## src/rtl/regfile_param.sv

```systemverilog
// regfile_param: parametrised register file with two combinational read
// ports, one synchronous write port, an optional hardwired-zero register 0
// and a sequenced bulk-clear engine (IDLE/CLEAR).
// Optional feature macro: REGFILE_BYPASS_EN (write-to-read forwarding).
module regfile_param #(
  parameter int WIDTH    = 16,
  parameter int ADDR_W   = 4,
  parameter int ZERO_REG = 1
) (
  input  logic              clk,
  input  logic              rst,
  input  logic [ADDR_W-1:0] rd_addr1,
  output logic [WIDTH-1:0]  rd_data1,
  input  logic [ADDR_W-1:0] rd_addr2,
  output logic [WIDTH-1:0]  rd_data2,
  input  logic              wr_en,
  input  logic [ADDR_W-1:0] wr_addr,
  input  logic [WIDTH-1:0]  wr_data,
  output logic              wr_ok,
  input  logic              clr_req,
  output logic              clr_busy,
  output logic              clr_done
);

  localparam int DEPTH = 2 ** ADDR_W;

  typedef enum logic {
    IDLE  = 1'b0,
    CLEAR = 1'b1
  } state_t;

  state_t              state_reg, state_next;
  logic [ADDR_W-1:0]   cnt_reg, cnt_next;
  logic                done_reg, done_next;

  logic [WIDTH-1:0]    mem [DEPTH];
  logic [DEPTH-1:0]    wr_sel;
  logic [DEPTH-1:0]    clr_sel;

  // Writes are refused while the clear engine owns the array.
  assign wr_ok    = wr_en & ~clr_busy;
  assign clr_busy = (state_reg == CLEAR);
  assign clr_done = done_reg;

  // Per-register select lines for normal writes and for the clear sweep.
  generate
    for (genvar gi = 0; gi < DEPTH; gi++) begin : g_sel
      if (ZERO_REG != 0 && gi == 0) begin : g_zero
        assign wr_sel[gi] = 1'b0;
      end else begin : g_norm
        assign wr_sel[gi] = wr_ok && (wr_addr == ADDR_W'(gi));
      end
      assign clr_sel[gi] = clr_busy && (cnt_reg == ADDR_W'(gi));
    end
  endgenerate

  // Register array: reset to zero, clear sweep, then ordinary write.
  always_ff @(posedge clk) begin
    for (int i = 0; i < DEPTH; i++) begin
      if (rst) begin
        mem[i] <= '0;
      end else if (clr_sel[i]) begin
        mem[i] <= '0;
      end else if (wr_sel[i]) begin
        mem[i] <= wr_data;
      end
    end
  end

  // Clear FSM state, sweep counter and done pulse register.
  always_ff @(posedge clk) begin
    if (rst) begin
      state_reg <= IDLE;
      cnt_reg   <= '0;
      done_reg  <= 1'b0;
    end else begin
      state_reg <= state_next;
      cnt_reg   <= cnt_next;
      done_reg  <= done_next;
    end
  end

  // Clear FSM next-state: sweep every address once, pulse done on the way out.
  always_comb begin
    state_next = state_reg;
    cnt_next   = cnt_reg;
    done_next  = 1'b0;
    case (state_reg)
      IDLE: begin
        if (clr_req) begin
          state_next = CLEAR;
          cnt_next   = '0;
        end
      end
      CLEAR: begin
        cnt_next = cnt_reg + 1'b1;
        if (cnt_reg == ADDR_W'(DEPTH - 1)) begin
          state_next = IDLE;
          done_next  = 1'b1;
        end
      end
      default: begin
        state_next = IDLE;
      end
    endcase
  end

  // Read mux: stored value, optional forwarding of the in-flight write,
  // and the hardwired zero for register 0 taking final precedence.
  function automatic logic [WIDTH-1:0] read_port(input logic [ADDR_W-1:0] addr);
    logic [WIDTH-1:0] val;
    val = mem[addr];
`ifdef REGFILE_BYPASS_EN
    if (wr_ok && (addr == wr_addr)) begin
      val = wr_data;
    end
`endif
    if (ZERO_REG != 0 && addr == '0) begin
      val = '0;
    end
    return val;
  endfunction

  assign rd_data1 = read_port(rd_addr1);
  assign rd_data2 = read_port(rd_addr2);

endmodule

```

## config.mk

```make
export PLATFORM = sky130hd
export DESIGN_NAME = regfile_param
export DESIGN_NICKNAME = d
export VERILOG_FILES = /design/src/rtl/regfile_param.sv
export SDC_FILE = /design/constraint.sdc
export NUM_CORES = 1
export LEC_CHECK = 0
export CAP_MARGIN = 0
export CORE_ASPECT_RATIO = 0.6
export CORE_MARGIN = 2
export CORE_UTILIZATION = 45
export CTS_CLUSTER_DIAMETER = 100
export DETAILED_ROUTE_END_ITERATION = 8
export HOLD_SLACK_MARGIN = 0.12
export PLACE_DENSITY = 0.65
export SYNTH_ARGS = -nofsm -noshare
export SYNTH_HDL_FRONTEND = slang
export SYNTH_SLANG_ARGS = --single-unit
```

## constraint.sdc

```tcl
create_clock -name clk -period 4.3 [get_ports clk]
set_clock_uncertainty 0.15 [all_clocks]
set_input_delay 1.29 -clock clk [delete_from_list [all_inputs] [get_ports clk]]
set_output_delay 1.29 -clock clk [all_outputs]
set_load 0.005 [all_outputs]
```

==> Yosys cells after proc, flatten, opt, wreduce, memory -nomap -nowiden <==
Memory sizes are Yosys's and may differ from the RTL's.
Index checks and enable logic that the tools add are counted.
{ "totals": {"ff_bits": 6, "mem_bits_rw": 256, "input_bits": 32, "output_inout_bits": 35, "elab_cells": 253, "n_memories": 1} }
{ "classes": {"addsub": 1, "eq_ne": 31, "mux": 149, "n_bitwise": 33, "n_reduce_logical": 35} }
{ "memory_table": {"columns": ["memory", "words", "word_bits", "read_ports", "rd_ports_with_merged_regs", "wr", "line_no", "text"], "rows": [
  ["mem", 16, 16, 2, 0, 16, "36", "logic [WIDTH-1:0] mem [DEPTH];"]
]} }
{ "ops": {"columns": ["op", "count"], "rows": [
  ["2-to-1 mux 16 bit", 33],
  ["2-to-1 mux 1 bit", 113],
  ["== test 4 bit, second input constant", 16],
  ["== test 4 x 3 -> 1 bit, second input constant", 8],
  ["logical AND 1 bit", 31],
  ["OR 1 bit", 31],
  ["== test 4 x 2 -> 1 bit, second input constant", 4],
  ["zero test 4 bit", 3],
  ["== test 4 x 1 -> 1 bit, second input constant", 2],
  ["one-hot mux 4 bit (2 select lines)", 1],
  ["adder 4 x 1 -> 4 bit, second input constant", 1],
  ["2-to-1 mux 4 bit", 1],
  ["!= test 2 bit, second input constant", 1],
  ["one-hot mux 1 bit (2 select lines)", 1],
  ["OR reduction 2 bit", 1],
  ["bitwise AND 1 bit", 1],
  ["NOT 1 bit", 1]
]} }

==> Longest topological paths before layout <==
Gate-level depths: netlist of run 1.
{ "logic_depth": {"word_depth": 8, "mapped_depth": 7, "mapped_depth_nobuf": 4} }

==> Least setup slack after synthesis of run 1 <==
No wires, ideal clock.
{ "synth_timing": {"path_type": "input to output", "start": "in rd_addr2[1]", "end": "out rd_data2[0]", "arrival_ps": 2487, "required_time_ps": 2860, "slack_ps": 373, "path_stages": 5, "n_path_buf": 2, "cell_sequence": "buf_2 -> buf_6 -> mux2_2 -> a22o_1 -> a221o_1"} }
{ "synth_via": {"elab_chain_len": 2, "elab_cells_between_ends": 3, "classes_between": "mux: 1; reduce/logical: 1; memory: 1"} }
{ "synth_lines": {"columns": ["item", "line_no", "text"], "rows": [
  ["from (decl)", "14", "input logic [ADDR_W-1:0] rd_addr2,"],
  ["memory (16 x 16 bit) / zero test 4 bit (equally long branches)", null, null],
  ["2-to-1 mux 16 bit (*)", "118", "if (ZERO_REG != 0 && addr == '0) begin"],
  ["to (decl)", "15", "output logic [WIDTH-1:0] rd_data2,"]
]} }
Mark *: on every way between the ends. The rest lies on a longest branch, timed or not.

==> Worst setup path after layout of run 1 <==
{ "layout_timing": {"start": "in rd_addr2[0]", "end": "out rd_data2[0]"} }
Same word-level chain as after synthesis.

==> results list, run 1 <==
* Outcome: completed
- CTS Hold Bufs: 0
- The number of different library cells used by synthesis comes to 49.
- Number of instances in the synthesized netlist: about 1000
* Number of enable flip-flop cells after synthesis: 240
* DR DRC count: 0
* Max Fanout on Critical Path: 14
* Count of antenna diodes in the layout: 0
- After global routing, the most crowded layer is met1.
- For this design the static power due to leakage is between 6 and 7 nW.
- Overflow after GRT: 0
* Max-slew headroom at the worst pin: between 20 and 25%
- Detailed-router iteration count before antenna repair: 5
- Summed over all instances, the cell type with the most area after synthesis is edfxtp_1.
* Synth Net Count: around 1000
- At the end of the flow the core is filled with cells to a little under three fifths.
- Yosys attributes the largest share of cell area to edfxtp_1, and2_1, mux4_2.
* Die outline height: ~140 um
* Primary FF master, synth: edfxtp_1
* Critical path's largest stage delay: around 0.50 ns
- For the final routed database, the setup TNS stands at 0 ns.
* Vias after detailed routing: between 9000 and 10000
- TritonCTS built the clock tree.
* Number of non-filler instances in the completed layout: between 1500 and 2000
- In the global route stage, met1 resource usage came out at a little over two fifths.
- In this run, the number of DRC markers left after iteration 0 of detailed routing was roughly 1200.
- Sum of internal, switching and leakage power: approximately 0.0058 W
- For this run, the top clock speed supported by timing is ~0.23 GHz.
- Terminus of the critical flop-to-flop path: mem[15][10]
* Worst Setup EP: rd_data2[0]
- The congestion estimate from routability-driven global placement came to ~0.93.
- The worst path needs roughly 4.3 ns of the cycle, external delays included.
* Area Growth Syn to Fin: 24.6%
* Initial antenna violation count: 0
- For this design, the sink count on the clock tree is roughly 250.
* Beginning of the critical path: rd_addr2[0]
* Cell-by-cell listing of the critical path: buf_16, buf_8, mux4_2, nand2_1, nand2_1, a221o_1, clkdlybuf4s15_1
- The top cell type by area accounts for a little over half of the synthesized area.
- Proportion of synthesized chip area in sequential cells: 53.6%
- Entering global routing, the biggest net connects 36 pins.
* Clock latency of the later-clocked register in the worst-skew pair: about 0.54 ns
* Reg clk slew, reported paths: 0.06 ns
- After layout, the worst path uses 99.3% of the clock period.
* Overall track demand over capacity in global routing: between 20 and 30%
* Max-cap violations: 0
- Met2 routing resource usage after global routing: about two fifths
- Buffers placed on the I/O ports in this run total 66.
- After detailed routing, the number of vias per cell comes to slightly above 6.
* Horizontal extent of the die: 229 um
- Post-synthesis sequential element count: between 200 and 250
- Number of placement rows: 49
* Max FFs per register: 240
* Power per unit of standard cell area: about 340 nW/um2
- Top-level port count: between 60 and 70
* Number of setup violations in the final report: 0
- The final layout contains routed wiring with a total length of approximately 44 mm.
- For this run, global-route usage on met3 was measured as under 10%.
- After detailed routing, the average wire length per cell comes to 27.7 um.
* Global-route wire length before repair: roughly 64 mm
- The final count of hold timing violations came to 0.
- Startpoint of the tightest hold check path: cnt_reg[1]
- Placeable core area: about 30000 um2
- After detailed placement, the total cell area comes to ~15000 um2.
- Number of placed cells counting well taps: between 1500 and 2000
* Worst Setup Start Kind: input pin
- In this run the critical register-to-register path is launched from clr_busy.
- The Yosys step of the flow raised 0 warnings.
* Proportion of synthesized flip-flops having asynchronous set or reset: 0%
* Effective utilization at floorplan: 45.7%
- The most numerous cell type found on the critical path is nand2_1.
- Detailed Place HPWL: 28.6 mm
* Hold WC Path Type: register to register
* Kind of end point of the critical path: primary output
- Counting the buffers created by CTS gives 24.
- The setup check on the worst reg-to-reg path leaves a slack of 1.44 ns.
- For the pin with the worst max-slew slack, the measured transition is 1.17 ns.
* Maximum level of the CTS H-tree: 1
* Final antenna-violating net count: 0
* Cell type of the slowest stage on the worst timing path: mux4_2
- In this run the deepest clock path goes through 3 buffers.
- The tree is rooted in a clkbuf_16.
- Post-route standard cell area excluding fillers: roughly 17000 um2
- The number of slew-limit violations in the final report is 0.
- Netlist area before placement: about 14000 um2
- Via count of the first global-routing pass: ~9500
- IR analysis of the VDD net gives a maximum drop of approximately 0.28 mV.
* Endpoint required time on the critical path: 2.86 ns
* Critical path start-end classification: input pin to primary output
* Net count of the finished layout: ~1200
* Data arrival time of the worst path: ~2.8 ns
- Die Outline Area: 31800 um2
- Fraction of final layout cells with drive strength greater than 1: about a third
- Synth Area per Inst: roughly 14 um2
* Length in cells of the worst reg-to-reg path: 3
[layout make-up]
cell class	instances	area, um2
Clock inverter	13	65.1
Clock buffer	31	688
Sequential cell	246	7330
Timing Repair Buffer	216	2100
Multi-Input combinational cell	669	6320
Tap cell	408	510
Fill cell	2474	12900
Inverter	5	20.0
[placed cells by master, fill, tap and decap left out, types with 5 or more instances in the layout]
cell               n
mux2i_4            7
a2111oi_2          8
a21oi_1           17
buf_8              6
a21oi_2           12
nand2_1           23
mux2i_2            7
clkbuf_2           6
nor2_1            25
a221o_1            6
edfxtp_1         240
a221oi_2           9
buf_6             12
clkdlybuf4s15_1    7
clkdlybuf4s50_1   27
mux2_1             8
buf_4            115
a311o_1            8
clkinv_2          10
mux2i_1           65
and3b_1           13
nor2_2             8
buf_12            15
a211o_1           16
clkbuf_16         26
and2_1           241
o211ai_2           6
nor2b_1           10
o22ai_1           13
nand3_1           12
mux4_2            64
buf_16             5
dlygate4sd2_1     17
a22o_1             6
dfxtp_1            6
mux2_2            23
o221ai_2           5
[worst max-delay path: cells and delay by family]
kind                   cells  cell delay (ns)
buffers and inverters      3             0.52
multiplexers               1             0.50
AO/OA/AOI/OAI              1             0.39
AND/OR/NAND/NOR            2             0.13
[worst min path at each step]
stage / end / slack [ns] / depth (start not counted)
global route: cnt_reg[3] / 0.52 / 2
floorplan: cnt_reg[0] / 0.41 / 2
global placement: cnt_reg[0] / 0.44 / 2
finish: cnt_reg[3] / 0.47 / 2
detailed placement: cnt_reg[3] / 0.46 / 2
CTS: cnt_reg[3] / 0.47 / 2
[per-layer routing]
metal	wire length [um]	up-vias
met1	20300	4901
met5	0	-
met4	742	0
li1	-	4177
met3	4370	60
met2	18600	508
[cell families (layout without fill, tap and decap cells)]
kind of cell | count (synthesis) | count (layout) | share of synthesized area (%)
adder cells (fa/ha/maj) | 4 | 4 | 0.366
multiplexers | 174 | 174 | 18.9
buffers and inverters | 90 | 265 | 3.60
flip-flops | 246 | 246 | 53.6
AND/OR/NAND/NOR | 356 | 356 | 15.7
AO/OA/AOI/OAI | 135 | 135 | 7.81
[synthesized netlist by cell type, types with 10 or more instances]
master and number:
nand3_1 12, o22ai_1 13, a2111oi_0 13, nand2_1 25, nor2_1 27, mux2i_1 79, and3b_1 13, nor2b_1 12
mux2_2 23, clkbuf_1 42, a21oi_1 29, buf_2 23, and2_1 241, mux4_2 64, edfxtp_1 240, a221oi_1 10
a211o_1 16
[power by group]
part | switching [W] | internal (W) | total (W)
combinational | 0.000471 | 0.000420 | 0.000891
sequential | 0.0000586 | 0.00273 | 0.00278
clock | 0.000953 | 0.00113 | 0.00208
[per-stage QoR]
stage | hold WS (ns) | setup WS (ns)
CTS | 0.469 | 0.00575
floorplan | 0.410 | 0.373
detailed placement | 0.459 | -0.901
finish | 0.466 | 0.0289
global placement | 0.438 | -0.909
global route | 0.517 | -0.00436
[what timing repair did]
action	4_1_cts	5_1_grt
gates resized for setup	185	33
pin swaps	23	18
setup buffers	28	8
cloned	2	1
setup endpoints to repair	32	19
No activity file was read; power rests on OpenSTA's default activity.
==> run 2, diff against run 1 <==
--- a/config.mk
+++ b/config.mk
@@ -11,6 +11,7 @@
 export CORE_UTILIZATION = 45
 export CTS_CLUSTER_DIAMETER = 100
 export DETAILED_ROUTE_END_ITERATION = 8
+export GPL_ROUTABILITY_DRIVEN = 0
 export HOLD_SLACK_MARGIN = 0.12
 export PLACE_DENSITY = 0.65
 export SYNTH_ARGS = -nofsm -noshare
==> run 2 against run 1 <==
Die area is the same; the run now ends with setup timing left; sequential cell count stayed put; clock power rose by 16%; first-iteration DRC count up 12%.
==> results list, run 2 (same netlist as run 1, synthesis figures left out) <==
- The worst setup path is captured at a primary output.
- The routed layout has between 9000 and 10000 vias.
* Wire length per cell after detailed routing: between 20 and 30 um
- Detailed placement finished with a half-perimeter wire length of between 20 and 30 mm.
* Max Root-Sink Buffers: 3
* Number of placement rows: approximately 50
* Standby leakage power: roughly 6.6 nW
* TritonCTS clock tree: built
- Critical path start-end classification: input pin to primary output
* Final core area utilization: 57.6%
- Among all stages on the critical path, the largest delay is contributed by mux4_2.
- Final period util: 100%
- Reg clk slew, reported paths: around 0.070 ns
* Final antenna-violating net count: 0
* Die Outline Area: approximately 32000 um2
- STA puts the critical path data required time at 2.86 ns.
- For this design, the CTS-stage hold fixing added 0 buffers.
- Cells with a size suffix above 1 make up between 30% and 40% of the layout.
- Die outline height: between 100 and 150 um
- Across the run, the number of max-cap violations was 0.
- For this block, the routed nets add up to between 40 and 50 mm of wire.
- At the later pin of the worst-skew pair, clock insertion delay measures approximately 0.54 ns.
* RSZ-0062 raised after global routing: yes
- For this configuration, the core starts out at a cell density of a little under half.
* Via count of the first global-routing pass: between 9000 and 10000
* Number of design-rule violations left by the first detailed-router iteration: ~1300
- Overflow after GRT: 0
* Min cycle time layout: 4.30 ns
* Final Slew Violations: 0
- The worst setup path is launched from an input pin.
- In the final timing run, aggregate negative setup slack is -0.00441 ns.
- The final count of hold timing violations came to 0.
- Data on the critical path arrives at its endpoint at 2.86 ns.
- The worst-case IR drop observed on VDD is 0.236 mV.
* Slew at the pin with the worst max-slew slack: around 1.2 ns
- Largest delay contributor family on the critical path: multiplexers
* Post-route setup slack: -0.00441 ns
- Violated checks: setup timing
* Power per unit of standard cell area: approximately 350 nW/um2
- Walking the worst path, the cells encountered are buf_16, buf_6, buf_12, mux4_2, nor2b_2, a221o_1, buf_2.
* Number of setup violations in the final report: 1
- The number of clock buffers added by TritonCTS is 25.
* Setup slack on the worst flop-to-flop path: about 1.4 ns
* Number of vias per cell after detailed routing: 6.11
* Critical path's largest stage delay: 0.53 ns
- The tree is rooted in a clkbuf_16.
- The floorplan step set the die width to ~230 um.
* Maximum clock frequency: between 0.2 and 0.25 GHz
- Buffer and inverter count on the worst path: 4
- The tightest min-delay check is of the register to register type.
- Clock sink count: 246
* Global-route wire length before repair: about 64 mm
* Max Fanout on Critical Path: 6
* Top-level port count: 67
- Port bufs: between 60 and 70
- The initial antenna violation count is 1.
* Detailed-router iteration count before antenna repair: 5
- The library cell used most frequently in the layout, excluding fill and tap cells, is and2_1.
- The run finished, with violations left.
- Measured against its own limit, the worst slew margin works out to roughly 23%.
* Overall track demand over capacity in global routing: between 20% and 30%
* Most used cells in the layout excluding fill and tap cells: and2_1, edfxtp_1, buf_4, mux4_2, mux2i_1
* Max FFs per register: 240
* Net count of the finished layout: 1209
* Maximum level of the CTS H-tree: 1
- Area Growth Syn to Fin: 26.0%
* DR DRC count: 0
- Maximum number of pins on one net before global-route repair: 23
- The core region is ~30000 um2.
## run 2: changes by cell type in the layout (fill, tap and decap cells not counted), moves of 6 or more
| cell | before | now |
|---|---|---|
| mux2i_1 | 65 | 58 |
| bufinv_16 | 0 | 6 |
| buf_12 | 15 | 23 |
| buf_4 | 115 | 125 |
| mux2i_2 | 7 | 16 |
| buf_6 | 12 | 6 |
## run 2: final cells by class
type	count	area [um2]
Antenna cell	1	2.50
Clock buffer	25	626
Clock inverter	20	245
Fill cell	2427	12700
Inverter	5	21.3
Multi-Input combinational cell	669	6240
Sequential cell	246	7330
Tap cell	408	510
Timing Repair Buffer	226	2240
## run 2: stage by stage
stage	worst slack [ns]	instance area (um2)	instances	total power, W	hold slack (ns)
floorplan	0.373	13700	1005	0.00323	0.410
global placement	-0.930	15400	1507	0.00361	0.445
detailed placement	-0.972	15400	1507	0.00362	0.457
CTS	-0.0344	17000	1592	0.00607	0.473
global route	-0.0590	17200	1599	0.00625	0.534
finish	-0.00441	17200	1600	0.00609	0.473
## run 2: final timing paths
check / startpoint / end / depth (start not counted)
min reg2reg: cnt_reg[0] / cnt_reg[0] / 2
max: rd_addr2[0] / rd_data2[13] / 7
min: cnt_reg[0] / cnt_reg[0] / 2
max reg2reg: clr_busy / mem[15][8] / 3
## run 2: tightest hold or removal path: stages (launching register included)
cell and delay, ns:
dfxtp_1 0.37, mux2i_1 0.14, nor2_1 0.07
## run 2: power by group
group          internal (W)  switching, W
clock network       0.00142      0.000990
logic              0.000429      0.000471
registers           0.00273     0.0000586
total               0.00457       0.00152
## run 2: repair_timing
item,CTS,global route
pin swaps,24,18
gates cloned,4,2
gates resized for setup,181,39
setup endpoints to repair,32,22
setup buffers,36,6
## run 2: routing by layer
layer  GRT usage [%]  share of wire, %
met2            40.2                43
met3            6.48                10
met5               0                 0
met1            42.8                45
met4            5.43               1.7
